[src/rtl/conv_frame_sequencer.sv]
// Streams one IMG_W x IMG_H frame from the image buffer into the forward-pass datapath,
// then latches the datapath result. Optional WAIT timeout enabled by CONV_SEQ_TIMEOUT_EN.
module conv_frame_sequencer #(
    parameter int unsigned IMG_W    = 28,
    parameter int unsigned IMG_H    = 28,
    parameter int unsigned ADDR_W   = 10,
    parameter int unsigned LINE_GAP = 2,
    parameter int unsigned OUT_W    = 160,
    parameter int unsigned TIMEOUT  = 4096
) (
    input  logic              clk,
    input  logic              rst,
    input  logic              start,
    output logic              busy,
    output logic              done,
    output logic [OUT_W-1:0]  result,
    output logic              timeout_err,
    output logic              mem_rd_en,
    output logic [ADDR_W-1:0] mem_addr,
    input  logic [7:0]        mem_rd_data,
    output logic              frame_start,
    output logic              line_start,
    output logic              frame_end,
    output logic              ena,
    output logic [7:0]        ima,
    input  logic              fp_valid,
    input  logic [OUT_W-1:0]  fp_out
);

    localparam int unsigned COL_W = (IMG_W > 1) ? $clog2(IMG_W) : 1;
    localparam int unsigned ROW_W = (IMG_H > 1) ? $clog2(IMG_H) : 1;
    localparam int unsigned GAP_W = (LINE_GAP > 1) ? $clog2(LINE_GAP) : 1;

    // Reject parameter sets the address bus or counters cannot represent.
    if ((64'(1) << ADDR_W) < 64'(IMG_W) * 64'(IMG_H) || IMG_W == 0 || IMG_H == 0 ||
        TIMEOUT == 0) begin : g_bad_cfg
        $error("conv_frame_sequencer: invalid parameter set");
    end

    typedef enum logic [2:0] {
        S_IDLE  = 3'd0,
        S_READ  = 3'd1,
        S_GAP   = 3'd2,
        S_DRAIN = 3'd3,
        S_WAIT  = 3'd4
    } state_t;

    state_t            r_state;
    logic [COL_W-1:0]  r_col;
    logic [ROW_W-1:0]  r_row;
    logic [GAP_W-1:0]  r_gap_cnt;
    logic [ADDR_W-1:0] r_addr;
    logic              r_rd_en;
    logic              r_ena;
    logic              r_frame_start;
    logic              r_line_start;
    logic              r_frame_end;
    logic              r_busy;
    logic              r_done;
    logic [OUT_W-1:0]  r_result;
`ifdef CONV_SEQ_TIMEOUT_EN
    localparam int unsigned TO_W = (TIMEOUT > 1) ? $clog2(TIMEOUT) : 1;
    logic [TO_W-1:0]   r_wait_cnt;
    logic              r_timeout_err;
`endif

    logic w_col_first;
    logic w_col_last;
    logic w_row_first;
    logic w_row_last;

    assign w_col_first = (r_col == '0);
    assign w_col_last  = (r_col == COL_W'(IMG_W - 1));
    assign w_row_first = (r_row == '0);
    assign w_row_last  = (r_row == ROW_W'(IMG_H - 1));

    // Framing flags are registered at the read cycle so they line up with the returned pixel.
    always_ff @(posedge clk) begin
        if (rst) begin
            r_state       <= S_IDLE;
            r_col         <= '0;
            r_row         <= '0;
            r_gap_cnt     <= '0;
            r_addr        <= '0;
            r_rd_en       <= 1'b0;
            r_ena         <= 1'b0;
            r_frame_start <= 1'b0;
            r_line_start  <= 1'b0;
            r_frame_end   <= 1'b0;
            r_busy        <= 1'b0;
            r_done        <= 1'b0;
            r_result      <= '0;
`ifdef CONV_SEQ_TIMEOUT_EN
            r_wait_cnt    <= '0;
            r_timeout_err <= 1'b0;
`endif
        end else begin
            r_rd_en       <= 1'b0;
            r_ena         <= 1'b0;
            r_frame_start <= 1'b0;
            r_line_start  <= 1'b0;
            r_frame_end   <= 1'b0;
            r_done        <= 1'b0;
`ifdef CONV_SEQ_TIMEOUT_EN
            r_timeout_err <= 1'b0;
`endif
            case (r_state)
                S_IDLE: begin
                    if (start) begin
                        r_state <= S_READ;
                        r_busy  <= 1'b1;
                        r_rd_en <= 1'b1;
                        r_addr  <= '0;
                        r_col   <= '0;
                        r_row   <= '0;
                    end
                end
                S_READ: begin
                    r_ena         <= 1'b1;
                    r_line_start  <= w_col_first;
                    r_frame_start <= w_col_first && w_row_first;
                    r_frame_end   <= w_col_last && w_row_last;
                    r_addr        <= r_addr + ADDR_W'(1);
                    if (w_col_last) begin
                        r_col <= '0;
                        if (w_row_last) begin
                            r_state <= S_DRAIN;
                        end else begin
                            r_row <= r_row + ROW_W'(1);
                            if (LINE_GAP > 0) begin
                                r_state   <= S_GAP;
                                r_gap_cnt <= '0;
                            end else begin
                                r_rd_en <= 1'b1;
                            end
                        end
                    end else begin
                        r_col   <= r_col + COL_W'(1);
                        r_rd_en <= 1'b1;
                    end
                end
                S_GAP: begin
                    if (r_gap_cnt == GAP_W'(LINE_GAP - 1)) begin
                        r_state <= S_READ;
                        r_rd_en <= 1'b1;
                    end else begin
                        r_gap_cnt <= r_gap_cnt + GAP_W'(1);
                    end
                end
                S_DRAIN: begin
                    r_state <= S_WAIT;
`ifdef CONV_SEQ_TIMEOUT_EN
                    r_wait_cnt <= '0;
`endif
                end
                S_WAIT: begin
                    // A result arriving on the final count still takes priority over the abort.
                    if (fp_valid) begin
                        r_result <= fp_out;
                        r_done   <= 1'b1;
                        r_busy   <= 1'b0;
                        r_state  <= S_IDLE;
                    end
`ifdef CONV_SEQ_TIMEOUT_EN
                    else if (r_wait_cnt == TO_W'(TIMEOUT - 1)) begin
                        r_result      <= '0;
                        r_done        <= 1'b1;
                        r_timeout_err <= 1'b1;
                        r_busy        <= 1'b0;
                        r_state       <= S_IDLE;
                    end else begin
                        r_wait_cnt <= r_wait_cnt + TO_W'(1);
                    end
`endif
                end
                default: begin
                    r_state <= S_IDLE;
                    r_busy  <= 1'b0;
                end
            endcase
        end
    end

    assign busy        = r_busy;
    assign done        = r_done;
    assign result      = r_result;
    assign mem_rd_en   = r_rd_en;
    assign mem_addr    = r_addr;
    assign frame_start = r_frame_start;
    assign line_start  = r_line_start;
    assign frame_end   = r_frame_end;
    assign ena         = r_ena;
    // The buffer's read port is registered, so its data already lands in the ena cycle.
    assign ima         = r_ena ? mem_rd_data : 8'd0;
`ifdef CONV_SEQ_TIMEOUT_EN
    assign timeout_err = r_timeout_err;
`else
    assign timeout_err = 1'b0;
`endif

endmodule

[config.mk]
export PLATFORM = sky130hd
export DESIGN_NAME = conv_frame_sequencer
export DESIGN_NICKNAME = d
export VERILOG_FILES = /design/src/rtl/conv_frame_sequencer.sv
export SDC_FILE = /design/constraint.sdc
export NUM_CORES = 1
export LEC_CHECK = 0
export BUFFER_PORTS_ARGS = -buffer_cell sky130_fd_sc_hd__buf_2
export CAP_MARGIN = 20
export CELL_PAD_IN_SITES_DETAIL_PLACEMENT = 1
export CELL_PAD_IN_SITES_GLOBAL_PLACEMENT = 2
export CORE_ASPECT_RATIO = 0.5
export CORE_MARGIN = 3
export CORE_UTILIZATION = 22
export CTS_CLUSTER_DIAMETER = 80
export DETAILED_ROUTE_END_ITERATION = 8
export GPL_TIMING_DRIVEN = 0
export PLACE_DENSITY = 0.83
export SYNTH_ARGS = -nofsm -noshare
export SYNTH_HDL_FRONTEND = slang
export SYNTH_SLANG_ARGS = --single-unit
[constraint.sdc]
create_clock -name clk -period 1.7 [get_ports clk]
set_input_delay 0.255 -clock clk [delete_from_list [all_inputs] [get_ports clk]]
set_output_delay 0.255 -clock clk [all_outputs]
set_load 0.005 [all_outputs]
==> results.py <==
metrics = {
    "power_and_ir_drop": {
        "power_switching_share": 0.250,
        "p_leak_nw": 4.47,
        "seq_power_share": 0.497,
        "power_mw": 9.06,
        "combinationalPowerShare": 0.056,
        "clock_power_share": 0.448,
        "ir_worst_vdd_mv": 0.678,
        "p_sw_mw": 2.26,
        "powerDensity_mw_per_mm2": 873,
        "internal_power_mw": 6.80,
    },
    "clocking": {
        "clock-sinks": 191,
        "cts_tree": "yes",
        "cts_buffers": 17,
        "htree_levels": 4,
        "cts_root_buf": "clkbuf_16",
        "clk_latency_ps": 460,
        "hold_buffers": 0,
        "clk_pin_slew_ps": 80,
        "clockBufferDepth": 2,
    },
    "finish": {
        "fin_cells": 1707,
        "nets": 1446,
        "final_cell_mix": "buf_2, nand2_1, dfxtp_1, a21oi_1, clkbuf_1",
        "final_common_cell": "buf_2",
        "drive_above_1_share": 0.365,
        "areaGrowthSynthToFinish_pct": 47.2,
    },
    "status": {
        "violations": "negative setup slack",
        "outcome": "finished, violations left",
    },
    "timing": {
        "tns_ps": -32.2,
        "worst_slew_pin_slew_ps": 615,
        "slew_headroom": 0.590,
        "period_needed_ps": 1730,
        "whs_ps": 29.5,
        "setup_ws_ps": -32.2,
        "skew_ps": 12.0,
        "period_share": 1.02,
        "hold_violations": 0,
        "rsz0062_at_grt": "yes",
        "clock.fmax_mhz": 577,
        "setup_violations": 1,
        "drv_slew": 0,
    },
    "worst_setup_path": {
        "endpoint_kind": "flip-flop",
        "critPathSlowestCell": "or3b_1",
        "crit_chain": "or3b_1, buf_6, buf_8, nor4_4, mux2_4",
        "worstSetupStartpointType": "flip-flop",
        "critPathRequiredTime_ps": 2040,
        "cp_top_family": "simple AND/OR/NAND/NOR gates",
        "crit_fanout": 6,
        "critical_path_arrival_ps": 2080,
        "path_buf_inv": 2,
        "max_stage_delay_ps": 380,
        "path_class": "reg2reg",
    },
    "place": {
        "io_buffers": 356,
        "placed_cells": 1660,
        "place.gp.congestion": 0.790,
        "dp_hpwl_um": 22900,
    },
    "floorplan": {
        "core_mm2": 0.0310,
        "die_x_um": 259,
        "rows": 45,
        "fp.dieH_um": 133,
        "dieArea_mm2": 0.0344,
        "ioPinCount": 358,
        "start_util": 0.228,
    },
    "yosys": {
        "synthAdderAreaFrac": 0.00887,
        "netlist_instances": 881,
        "async_reset_ff_frac": 0,
        "synth_compound_area_frac": 0.140,
        "synth-simple-area-share": 0.252,
        "synth_warnings": 0,
        "yosys-mux-area-fraction": 0.0122,
        "synthesis.area_mm2": 0.00705,
        "synth_top_family_by_area": "simple AND/OR/NAND/NOR gates",
        "synth-seq-cells": 191,
        "synth_top_area_share": 0.542,
        "synth_edf_count": 0,
        "synth_nets": 1058,
        "seq_area_frac_synth": 0.542,
        "synth_cell_types": 46,
        "avgSynthCellArea_um2": 8.01,
        "ys.flop_type": "dfxtp_1",
        "synth_area_leader_cell": "dfxtp_1",
        "synth_xor_area_frac": 0,
        "netlist_top_cells_area": "dfxtp_1, nand2_1, a21oi_1",
    },
    "grt": {
        "grt_use_total": 0.166,
        "grt_max_degree": 19,
        "antenna_found_initial": 2,
        "grt_pass1_wl_um": 44400,
        "grt_overflow_total": 0,
        "first_global_vias": 7817,
    },
    "routing": {
        "routed-wl-met3_um": 786,
        "via_count": 7514,
        "drt-initial-drc-count": 289,
        "topRoutingLayerUsed": "met4",
        "drtAntennaViolNets": 0,
        "met2RoutedLength_um": 16200,
        "wirelength_um": 29300,
        "dr.pass1.iters": 4,
        "routed_wire_length_per_instance_um": 17.1,
        "drt-met1-wl_um": 11800,
        "drc": 0,
        "viasPerCell": 4.40,
    },
    "min_path": {
        "hold_path_class": "in2reg",
    },
    "flow_run": {
        "cap_violations": 0,
    },
}
-- final cells by class --
type	count	area [µm²]
Antenna cell	2	5.00
Timing Repair Buffer	372	1940
Sequential cell	191	3830
Clock buffer	17	425
Clock inverter	15	150
Inverter	7	26.3
Fill cell	3801	20600
Buffer	65	443
Multi-Input combinational cell	615	3030
Tap cell	423	529
-- through the flow --
stage	cell area (µm²)	worst slack, ps	util
3_5_place_dp	9370	-677	0.302
3_3_place_gp	9370	-656	0.302
4_1_cts	10200	-59.7	0.328
6_report	10400	-32.2	0.335
2_1_floorplan	7050	21.1	-
5_1_grt	10400	-77.5	0.335
-- registers in the layout, summed over array words and instances (netlist names) --
name and cells:
ena 1, mem_addr 10, busy 1, r_row 5, result 160, frame_end 1
line_start 1, r_gap_cnt 1, r_state 3, r_col 5, frame_start 1, mem_rd_en 1
done 1
-- cells in the mapped netlist (all sizes together) (5+ instances only) --
| library cell | n |
|---|---|
| buf | 24 |
| ha | 5 |
| inv | 7 |
| mux2 | 5 |
| nand2 | 326 |
| nand2b | 5 |
| and2 | 8 |
| a21oi | 171 |
| nor2 | 12 |
| clkbuf | 44 |
| nand3b | 6 |
| nand3 | 18 |
| dfxtp | 191 |
| nor3 | 6 |
-- kinds of logic (layout without fill, tap and decap cells) --
logic type	after synthesis	count (layout)
adders and majority gates	5	5
AOI/OAI and AO/OA	189	189
muxes	8	8
other	1	3
buffers and inverters	75	476
and+or+nand+nor	412	412
DFF	191	191
-- power groups by stage --
stage               registers [mW]  logic (mW)  clock network (mW)
floorplan                     4.60       0.156                   0
global placement              4.60       0.451                   0
detailed placement            4.61       0.460                   0
CTS                           4.50       0.494                4.22
global route                  4.50       0.556                4.39
finish                        4.50       0.505                4.06
-- worst register-to-register path, delay by kind of cell (launching register included) --
kind / cells / cell delay, ps
buffers and inverters: 2 / 300
DFF: 1 / 360
muxes: 1 / 320
and+or+nand+nor: 2 / 660
-- metal layers --
metal  track usage  vias up
met5             0        -
met4        0.0466        0
met3        0.0317       27
met2         0.321      100
met1         0.183     3704
li1              -     3683
-- final timing paths --
path              start          end  slack [ps]  depth (start not counted)
min reg2reg  result[62]   result[62]         450                          2
max reg2reg  r_state[2]  mem_addr[9]         -30                          5
max          r_state[2]  mem_addr[9]         -30                          5
min          fp_out[54]   result[54]          30                          3
-- timing repair --
action | 4_1_cts | 5_1_grt
endpoints found under the setup margin | 180 | 161
gates resized for setup | 48 | 60
buffers inserted | 6 | 9
pin swaps | 5 | 7
cloned | 1 | 0
Note: power is estimated with default switching activity, not from simulation.
